--- config.mk ---
export PLATFORM = sky130hd
export DESIGN_NAME = ssd_scan_ctrl
export DESIGN_NICKNAME = d
export VERILOG_FILES = /design/src/rtl/ssd_scan_ctrl.sv
export SDC_FILE = /design/constraint.sdc
export NUM_CORES = 1
export LEC_CHECK = 0
export CAP_MARGIN = 20
export CORE_MARGIN = 1
export CORE_UTILIZATION = 49
export DETAILED_ROUTE_END_ITERATION = 8
export PLACE_DENSITY = 0.75
export SLEW_MARGIN = 20
export SYNTH_ARGS = -nofsm -noshare
export SYNTH_HDL_FRONTEND = slang
export SYNTH_SLANG_ARGS = --single-unit
--- constraint.sdc ---
create_clock -name clk -period 4.43 [get_ports clk]
set_clock_uncertainty 0.1 [all_clocks]
set_input_delay 0.6645 -clock clk [delete_from_list [all_inputs] [get_ports clk]]
set_output_delay 0.6645 -clock clk [all_outputs]
set_load 0.005 [all_outputs]
--- src/rtl/ssd_scan_ctrl.sv ---
`default_nettype none
// ============================================================================
// Module   : ssd_scan_ctrl
// Brief    : 4-digit common-anode seven-segment scan controller with guard
//            blanking; optional leading-zero blanking via SSD_LZB_EN.
// Revision : 1.0 - initial release
// ============================================================================
module ssd_scan_ctrl #(
  parameter int SCAN_DIV = 100000,
  parameter int GUARD    = 16,
  parameter int CNT_W    = 17
) (
  input  logic        clk,
  input  logic        rst_n,
  input  logic [15:0] digits,
  output logic [3:0]  ssd_in,
  output logic [3:0]  ssd_ctl,
  output logic        frame_start
);

  // One extra bit so GUARD = 0 with SCAN_DIV = 2^CNT_W still compares correctly.
  localparam logic [CNT_W:0]   c_show_end = (CNT_W+1)'(SCAN_DIV - GUARD);
  localparam logic [CNT_W-1:0] c_cnt_last = CNT_W'(SCAN_DIV - 1);

  logic [CNT_W-1:0] r_cnt;
  logic [1:0]       r_idx;
  logic [15:0]      r_shd;

  logic             w_load;
  logic             w_show;
  logic [15:0]      w_snap;
  logic [3:0]       w_code;
  logic             w_lz;

  assign w_load = (r_cnt == '0) && (r_idx == 2'd0);
  assign w_show = ({1'b0, r_cnt} < c_show_end);
  // Bypass so the first digit-0 cycle already shows the new snapshot.
  assign w_snap = w_load ? digits : r_shd;
  assign w_code = w_snap[{r_idx, 2'b00} +: 4];

`ifdef SSD_LZB_EN
  always_comb begin
    w_lz = 1'b0;
    case (r_idx)
      2'd3:    w_lz = (w_snap[15:12] == 4'h0);
      2'd2:    w_lz = (w_snap[15:8]  == 8'h00);
      2'd1:    w_lz = (w_snap[15:4]  == 12'h000);
      default: w_lz = 1'b0;
    endcase
  end
`else
  assign w_lz = 1'b0;
`endif

  always_ff @(posedge clk or negedge rst_n) begin
    if (!rst_n) begin
      r_cnt <= '0;
      r_idx <= 2'd0;
      r_shd <= 16'h0000;
    end else begin
      if (r_cnt == c_cnt_last) begin
        r_cnt <= '0;
        r_idx <= r_idx + 2'd1;
      end else begin
        r_cnt <= r_cnt + 1'b1;
      end
      if (w_load) begin
        r_shd <= digits;
      end
    end
  end

  always_ff @(posedge clk or negedge rst_n) begin
    if (!rst_n) begin
      ssd_in      <= 4'hF;
      ssd_ctl     <= 4'b1111;
      frame_start <= 1'b0;
    end else begin
      frame_start <= w_load;
      if (w_show) begin
        ssd_ctl <= ~(4'b0001 << r_idx);
        ssd_in  <= w_lz ? 4'hF : w_code;
      end else begin
        ssd_ctl <= 4'b1111;
        ssd_in  <= 4'hF;
      end
    end
  end

endmodule
`default_nettype wire

## After elaboration in Yosys (flattened, before gate mapping)

Cells that the tools add are included.

| word-level totals | value |
|---|---|
| word-level logic and storage cells | 20 |
| bits in registers | 44 |
| output and inout bits | 9 |

| operators by class | value |
|---|---|
| bitwise logic cells | 1 |
| add/subtract/negate cells | 2 |
| order comparisons | 1 |
| equal/unequal tests | 1 |
| shifts and indexed selects | 2 |
| muxes and demuxes | 4 |
| reductions and logical operators | 3 |

Operators with widths:

| cell | count |
|---|---|
| adder 17 x 1 -> 17 bit, second input constant | 1 |
| equality test 17 bit, second input constant | 1 |
| zero test 17 bit | 1 |
| < comparator 17 bit, second input constant | 1 |
| 2-to-1 mux 17 bit | 1 |
| 2-to-1 mux 16 bit | 1 |
| indexed part select 16 x 5 -> 4 bit | 1 |
| 2-to-1 mux 4 bit | 2 |
| inverter 4 bit | 1 |
| << shifter 1 x 2 -> 4 bit, first input constant | 1 |
| adder 2 x 1 -> 2 bit, second input constant | 1 |
| zero test 2 bit | 1 |
| logical AND 1 bit | 1 |

## Depth between registers and ports, before layout

Gate-level depths: netlist of the first run.

| depth | value |
|---|---|
| word-level depth | 5 |
| gate-level depth with buffers | 8 |
| mapped depth without buffers | 7 |

## Worst setup path after synthesis of the first run

OpenSTA, ideal clock, no wires.

| path | value |
|---|---|
| kind | reg-to-reg |
| start point | reg r_cnt[13] |
| end point | reg ssd_in[0] |
| stages on the path, launching flop included | 7 |
| period minus slack after synthesis | 2475 ps |
| path slack | 1955 ps |
| buffers on the path | 1 |
| arrival time | 2296 ps |
| cells stage by stage | dfrtp_1 > or4_4 > or4_4 > nor3_4 > buf_6 > mux4_2 > o22a_1 |

| between the ends | value |
|---|---|
| longest elaborated chain between the ends | 5 |
| elaborated cells between the ends (all ways) | 6 |
| those cells by class | order compare (1); shift (1); mux (2); reduce/logical (2) |

Ends and longest elaborated chain:

| item | RTL line | RTL |
|---|---|---|
| from (decl) | 25 | `logic [CNT_W-1:0] r_cnt;` |
| from (signal assigned) | 65 | `r_cnt <= r_cnt + 1'b1;` |
| zero test 17 bit | 35 | `assign w_load = (r_cnt == '0) && (r_idx == 2'd0);` |
| logical AND 1 bit | 35 |  |
| 2-to-1 mux 16 bit | - |  |
| indexed part select 16 x 5 -> 4 bit | 39 | `assign w_code = w_snap[{r_idx, 2'b00} +: 4];` |
| 2-to-1 mux 4 bit * | 80 | `if (w_show) begin` |
| to (signal assigned) | 82 | `ssd_in <= w_lz ? 4'hF : w_code;` |
| to (decl) | 16 | `output logic [3:0] ssd_in,` |

Every way passes the cells marked *; elsewhere a longest branch is shown, timed or not.
A chain may end at the register's enable or synchronous reset.

## Final worst setup path of the first run

| path | value |
|---|---|
| start point | reg r_cnt[11] |
| end point | reg ssd_in[2] |

Same word-level chain as after synthesis.

==> flow_metrics.env, run 1 <==
export IMPL_worstPathRequired_ps=4560
export IMPL_viasPerCell=5.53
export IMPL_coreArea_sq_um=4030
export IMPL_die_h_microns=66.9
export IMPL_cts_resized=0
export IMPL_min_period_ps=3070
export IMPL_start_util_pct=51.2
export IMPL_setup_violations=0
export IMPL_power_internal_w=0.000564
export IMPL_first_global_vias=1313
export IMPL_die_area_sq_um=4470
export IMPL_rows=23
export IMPL_post_cts_buffers=0
export IMPL_rsz0062_at_grt="no"
export IMPL_tightest_slew_ps=1040
export IMPL_vias=1317
export IMPL_die_w_microns=66.9
export IMPL_finalHoldViolations=0
export IMPL_gp_congestion=0.785
export IMPL_synth_enable_flop_cells=0
export IMPL_maxCapViolCount=0
export IMPL_yosysSeqAreaShare_pct=53.9
export IMPL_power_density_nw_per_um2=290
export IMPL_ys_ff_latch=44
export IMPL_port_buffers=26
export IMPL_swShare_pct=20.9
export IMPL_status="complete, no violations"
export IMPL_synth_area_leaders="dfrtp_1 44%, dfstp_2 10%, mux2_2 8.7%"
export IMPL_path_clk_slew_ps=80
export IMPL_cp_max_fo=24
export IMPL_grt_pass1_wl_microns=6040
export IMPL_final_core_util_pct=61.1
export IMPL_drc=0
export IMPL_end_kind="register"
export IMPL_synth_cells=156
export IMPL_p_leak_nw=1.03
export IMPL_synth_area_per_cell_sq_um=13.2
export IMPL_pin_count=27
export IMPL_path_class="reg -> reg"
export IMPL_nets=211
export IMPL_synthesis_area_sq_um=2060
export IMPL_synth_ff_type="dfrtp_1"
export IMPL_grt_max_degree=45
export IMPL_synth_largest_area_cell="dfrtp_1"
export IMPL_clkPwrFrac_pct=35.5
export IMPL_numCtsBuffers=5
export IMPL_antenna_found_initial=0
export IMPL_async_flop_share_pct=100
export IMPL_drive_above_1_share_pct=24.5
export IMPL_clock_sinks=44
export IMPL_globalRoute_totalOverflow=0
export IMPL_crit_arrival_ps=3200
export IMPL_wire_per_inst_microns=15.4
export IMPL_relSlewSlack_pct=30.2
export IMPL_drv_slew=0
export IMPL_fin_crit_sh_pct=69.3
export IMPL_grt_use_total_pct=19.1
export IMPL_ys_types=32
export IMPL_power_switching_w=0.000149
export IMPL_synth_warnings=0
export IMPL_postRouteAntennaNets=0
export IMPL_max_vdd_ir_drop_mv=0.120
export IMPL_clock_latency_ps=300
export IMPL_finalWirelength_microns=3680
export IMPL_drt_iter0_markers=40
export IMPL_hold_path_class="in -> async"
export IMPL_cts_tree="done"
export IMPL_comb_power_share_pct=6.0
export IMPL_cts_hold_fix_buffers=0
export IMPL_finalPower_w=0.000713
export IMPL_fmax_mhz=326
export IMPL_cts_max_level=2
export IMPL_cts_buffer_depth=2
export IMPL_seqPwrFrac_pct=58.4
export IMPL_firstDrtPassIters=4
export IMPL_area_delta_synth_final_pct=19.3
export IMPL_tns_ps=0
export IMPL_synth_fp_nets=180
export IMPL_antenna_cells=0
export IMPL_yosys_area_top_type_share_pct=43.7
export IMPL_root_buffer="clkbuf_8"
export IMPL_crit_path_start_kind="register"
export IMPL_dpl_hpwl_microns=2680
==> path summary, 6_finish.rpt <==
check | endpoint | from | depth (start not counted) | slack [ps]
min in group clk | r_shd[1]$_DFF_PN0_ | r_shd[1]$_DFF_PN0_ | 1 | 410
min | frame_start$_DFF_PN0_ | rst_n | 1 | 410
max | ssd_in[2]$_DFF_PN1_ | r_cnt[11]$_DFF_PN0_ | 5 | 1360
max in group asynchronous | r_shd[13]$_DFF_PN0_ | rst_n | 1 | 3240
min reg2reg | r_shd[1]$_DFF_PN0_ | r_shd[1]$_DFF_PN0_ | 1 | 410
max reg2reg | ssd_in[2]$_DFF_PN1_ | r_cnt[11]$_DFF_PN0_ | 5 | 1360
==> cells in the final DEF (no fill, tap or decap), drive strengths merged, types with 3 or more instances in the layout <==
cell	Yosys	final
dfrtp	36	36
o22a	4	4
ha	6	6
clkdlybuf4s50	0	25
inv	5	5
nor4	3	3
buf	3	3
mux2	16	16
clkbuf	1	6
nand2	14	14
mux4	8	8
nor3	3	3
nor2	9	9
nand4	4	4
or4	3	3
xor2	6	6
dfstp	8	8
xnor2	9	9
nand3	5	5
==> routing by layer <==
metal	up-vias	wire length, microns	GRT usage (%)
met3	6	107	5.14
met4	0	80	8.78
li1	619	-	-
met1	670	1660	25.1
met2	22	1820	29.4
met5	-	0	0
==> cell type report <==
class | count | area (sq um)
repair buffers | 28 | 270
flip-flops and latches | 44 | 1110
clock buffers | 6 | 82.6
well taps | 50 | 62.6
clock inverters | 2 | 10.0
multi-input cells | 103 | 905
inverters | 5 | 18.8
fillers | 313 | 1570
==> through the flow <==
step                      hold WS (ps)  instances  instance area (sq um)  worst slack [ps]
after floorplan                    269        156                   2060              1950
after global placement             380        230                   2370              1460
after detailed placement           395        230                   2370              1390
after CTS                          412        238                   2460              1370
after global routing               431        238                   2460              1260
final                              408        238                   2460              1360
==> critical path: stages, from the launching register on <==
cell and delay [ps]:
dfrtp_1 410, or4_4 540, or4_4 450, nor3_4 860, mux4_2 420, o22a_1 220
==> synthesized netlist by cell type (2+ instances only) <==
cell	instances
xor2_1	6
o21ai_0	2
dfrtp_1	36
mux4_2	8
xnor2_1	9
nor4_1	3
or4_4	2
nor2b_1	2
nand3_1	5
o22a_1	4
and4_1	2
nand2_1	14
inv_1	5
nor3_1	2
nand4_1	4
dfstp_2	8
ha_1	6
mux2_2	16
nor2_1	9
==> cells by family after synthesis <==
family                     Yosys count  share of synthesized area (%)
buffers and inverters                9                           2.24
and+or+nand+nor                     48                           12.8
muxes                               24                           17.5
DFF                                 44                           53.9
adders and majority gates            6                           3.64
xor gates and xnor gates            15                           6.37
AOI/OAI and AO/OA                   10                           3.58
==> sequential cells by signal, indices dropped and copies added, names as in the netlist <==
name	flops
frame_start	1
r_cnt	17
r_idx	2
r_shd	16
ssd_ctl	4
ssd_in	4
==> power groups by stage <==
stage	clock network [W]	logic (W)	registers, W
2_1_floorplan	0	0.0000139	0.000423
3_3_place_gp	0	0.0000414	0.000423
3_5_place_dp	0	0.0000436	0.000424
4_1_cts	0.000261	0.0000440	0.000417
5_1_grt	0.000283	0.0000470	0.000418
6_report	0.000253	0.0000431	0.000417
No activity file was read; power rests on OpenSTA's default activity.
==> run 2, diff against run 1 <==
--- a/config.mk
+++ b/config.mk
@@ -9,7 +9,7 @@
 export CORE_MARGIN = 1
 export CORE_UTILIZATION = 49
 export DETAILED_ROUTE_END_ITERATION = 8
-export PLACE_DENSITY = 0.75
+export PLACE_DENSITY = 0.78
 export SLEW_MARGIN = 20
 export SYNTH_ARGS = -nofsm -noshare
 export SYNTH_HDL_FRONTEND = slang
==> constraint.sdc (replaced) <==
create_clock -name clk -period 2.7 [get_ports clk]
set_clock_uncertainty 0.1 [all_clocks]
set_input_delay 0.405 -clock clk [delete_from_list [all_inputs] [get_ports clk]]
set_output_delay 0.405 -clock clk [all_outputs]
set_load 0.005 [all_outputs]
==> flow_metrics.env, run 2 (same netlist as run 1, synthesis figures left out) <==
export IMPL_drc=0
export IMPL_p_leak_nw=1.04
export IMPL_nets=212
export IMPL_die_h_microns=66.9
export IMPL_status="complete, no violations"
export IMPL_numCtsBuffers=5
export IMPL_power_switching_w=0.000241
export IMPL_crit_path_start_kind="register"
export IMPL_cts_resized=0
export IMPL_cp_common_cell="or4_4"
export IMPL_power_density_nw_per_um2=496
export IMPL_power_internal_w=0.000996
export IMPL_clock_sinks=44
export IMPL_holdWs_ps=149
export IMPL_wire_per_inst_microns=16.0
export IMPL_final_core_util_pct=61.9
export IMPL_worstPathRequired_ps=2830
export IMPL_path_class="reg -> reg"
export IMPL_max_flop_register="r_cnt"
export IMPL_cts_buffer_depth=2
export IMPL_first_global_vias=1346
export IMPL_cts_tree="done"
export IMPL_start_util_pct=51.2
export IMPL_root_buffer="clkbuf_8"
export IMPL_rows=23
export IMPL_hold_path_class="in -> async"
export IMPL_pin_count=27
export IMPL_cp_max_fo=25
export IMPL_swShare_pct=19.5
export IMPL_clock_latency_ps=290
export IMPL_final_common_cell="dfrtp_1"
export IMPL_path_clk_slew_ps=80
export IMPL_crit_start="r_cnt[11]$_DFF_PN0_"
export IMPL_tns_ps=0
export IMPL_fin_crit_sh_pct=93.9
export IMPL_setup_violations=0
export IMPL_cts_hold_fix_buffers=0
export IMPL_port_buffers=26
export IMPL_viasPerCell=5.54
export IMPL_slowest_delay_ps=560
export IMPL_die_area_sq_um=4470
export IMPL_finalWirelength_microns=3820
export IMPL_critical_path_top_delay_family="simple AND/OR/NAND/NOR gates"
export IMPL_tightest_slew_ps=933
export IMPL_antenna_cells=0
export IMPL_comb_power_share_pct=5.8
export IMPL_antenna_found_initial=0
export IMPL_place_area_sq_um=2390
export IMPL_worstPathCellList="or4_4, or4_4, nor3_4, buf_12, mux4_2, o22a_1"
export IMPL_crit_buf_inv=1
export IMPL_die_w_microns=66.9
export IMPL_end_kind="register"
export IMPL_clkPwrFrac_pct=38.9
export IMPL_finalHoldViolations=0
export IMPL_maxCapViolCount=0
export IMPL_grt_max_degree=45
export IMPL_reg_top3="r_cnt: 17 flops, r_shd: 16 flops"
export IMPL_mostFrequentLayoutCells="36 x dfrtp_1, 25 x clkdlybuf4s50_1, 16 x mux2_2"
export IMPL_cts_max_level=2
export IMPL_place_ws_ps=172
export IMPL_globalRoute_totalOverflow=0
export IMPL_relSlewSlack_pct=37.8
export IMPL_gp_congestion=0.789
export IMPL_min_period_ps=2540
export IMPL_rsz0062_at_grt="no"
export IMPL_area_delta_synth_final_pct=21.0
export IMPL_post_cts_buffers=0
export IMPL_postLayoutCellArea_sq_um=2490
export IMPL_crit_arrival_ps=2670
export IMPL_dpl_hpwl_microns=2840
export IMPL_cpMaxStageDelayCell="or4_4"
export IMPL_seqPwrFrac_pct=55.3
export IMPL_firstDrtPassIters=4
export IMPL_vias=1325
export IMPL_worst_slack_ps=165
export IMPL_fmax_mhz=394
export IMPL_max_vdd_ir_drop_mv=0.300
export IMPL_grt_pass1_wl_microns=6300
export IMPL_coreArea_sq_um=4030
export IMPL_drive_above_1_share_pct=24.3
export IMPL_drt_iter0_markers=56
export IMPL_postRouteAntennaNets=0
export IMPL_r2r_start="r_cnt[11]$_DFF_PN0_"
export IMPL_drv_slew=0
export IMPL_grt_use_total_pct=20.1
export IMPL_largest_reg_flops=17
[run 2: cell types whose count changed in the layout (fill, tap and decap cells not counted)]
| cell | previous run | this run |
|---|---|---|
| buf_12 | 0 | 1 |
| bufinv_16 | 0 | 1 |
| clkbuf_1 | 0 | 1 |
| clkbuf_8 | 6 | 5 |
| clkinv_2 | 2 | 1 |
[run 2: path summary, 6_finish.rpt]
check / end / slack, ps / cells after the start
worst max-delay path: ssd_in[3]$_DFF_PN1_ / 160 / 6
worst min-delay path: r_cnt[6]$_DFF_PN0_ / 150 / 1
worst max register to register: ssd_in[3]$_DFF_PN1_ / 160 / 6
worst min register to register: r_shd[12]$_DFF_PN0_ / 410 / 1
max in group asynchronous: r_cnt[12]$_DFF_PN0_ / 1770 / 1
min in group clk: r_shd[12]$_DFF_PN0_ / 410 / 1
[run 2: power by group through the flow]
stage / sequential [W] / clock [W] / combinational, W
global route: 0.000686 / 0.000524 / 0.0000779
detailed placement: 0.000697 / 0 / 0.0000724
floorplan: 0.000694 / 0 / 0.0000228
CTS: 0.000684 / 0.000493 / 0.0000727
finish: 0.000684 / 0.000481 / 0.0000714
global placement: 0.000695 / 0 / 0.0000682
[run 2: area by class of cell]
cell class	instances	area, sq um
Sequential cell	44	1110
Clock buffer	6	72.6
Tap cell	50	62.6
Inverter	5	18.8
Timing Repair Buffer	29	290
Multi-Input combinational cell	103	905
Clock inverter	2	35.0
Fill cell	320	1530
[run 2: routing by layer]
metal	global-route usage, %	vias to the layer above	part of all wire (%)
met3	6.16	5	3.7
met4	7.71	0	1.4
li1	-	621	-
met1	23.8	675	41
met5	0	-	0
met2	34.0	24	53
[run 2: through the flow]
step / instances / total power, W
finish: 239 / 0.00124
CTS: 239 / 0.00125
detailed placement: 231 / 0.000769
global route: 239 / 0.00129
floorplan: 156 / 0.000717
global placement: 231 / 0.000763
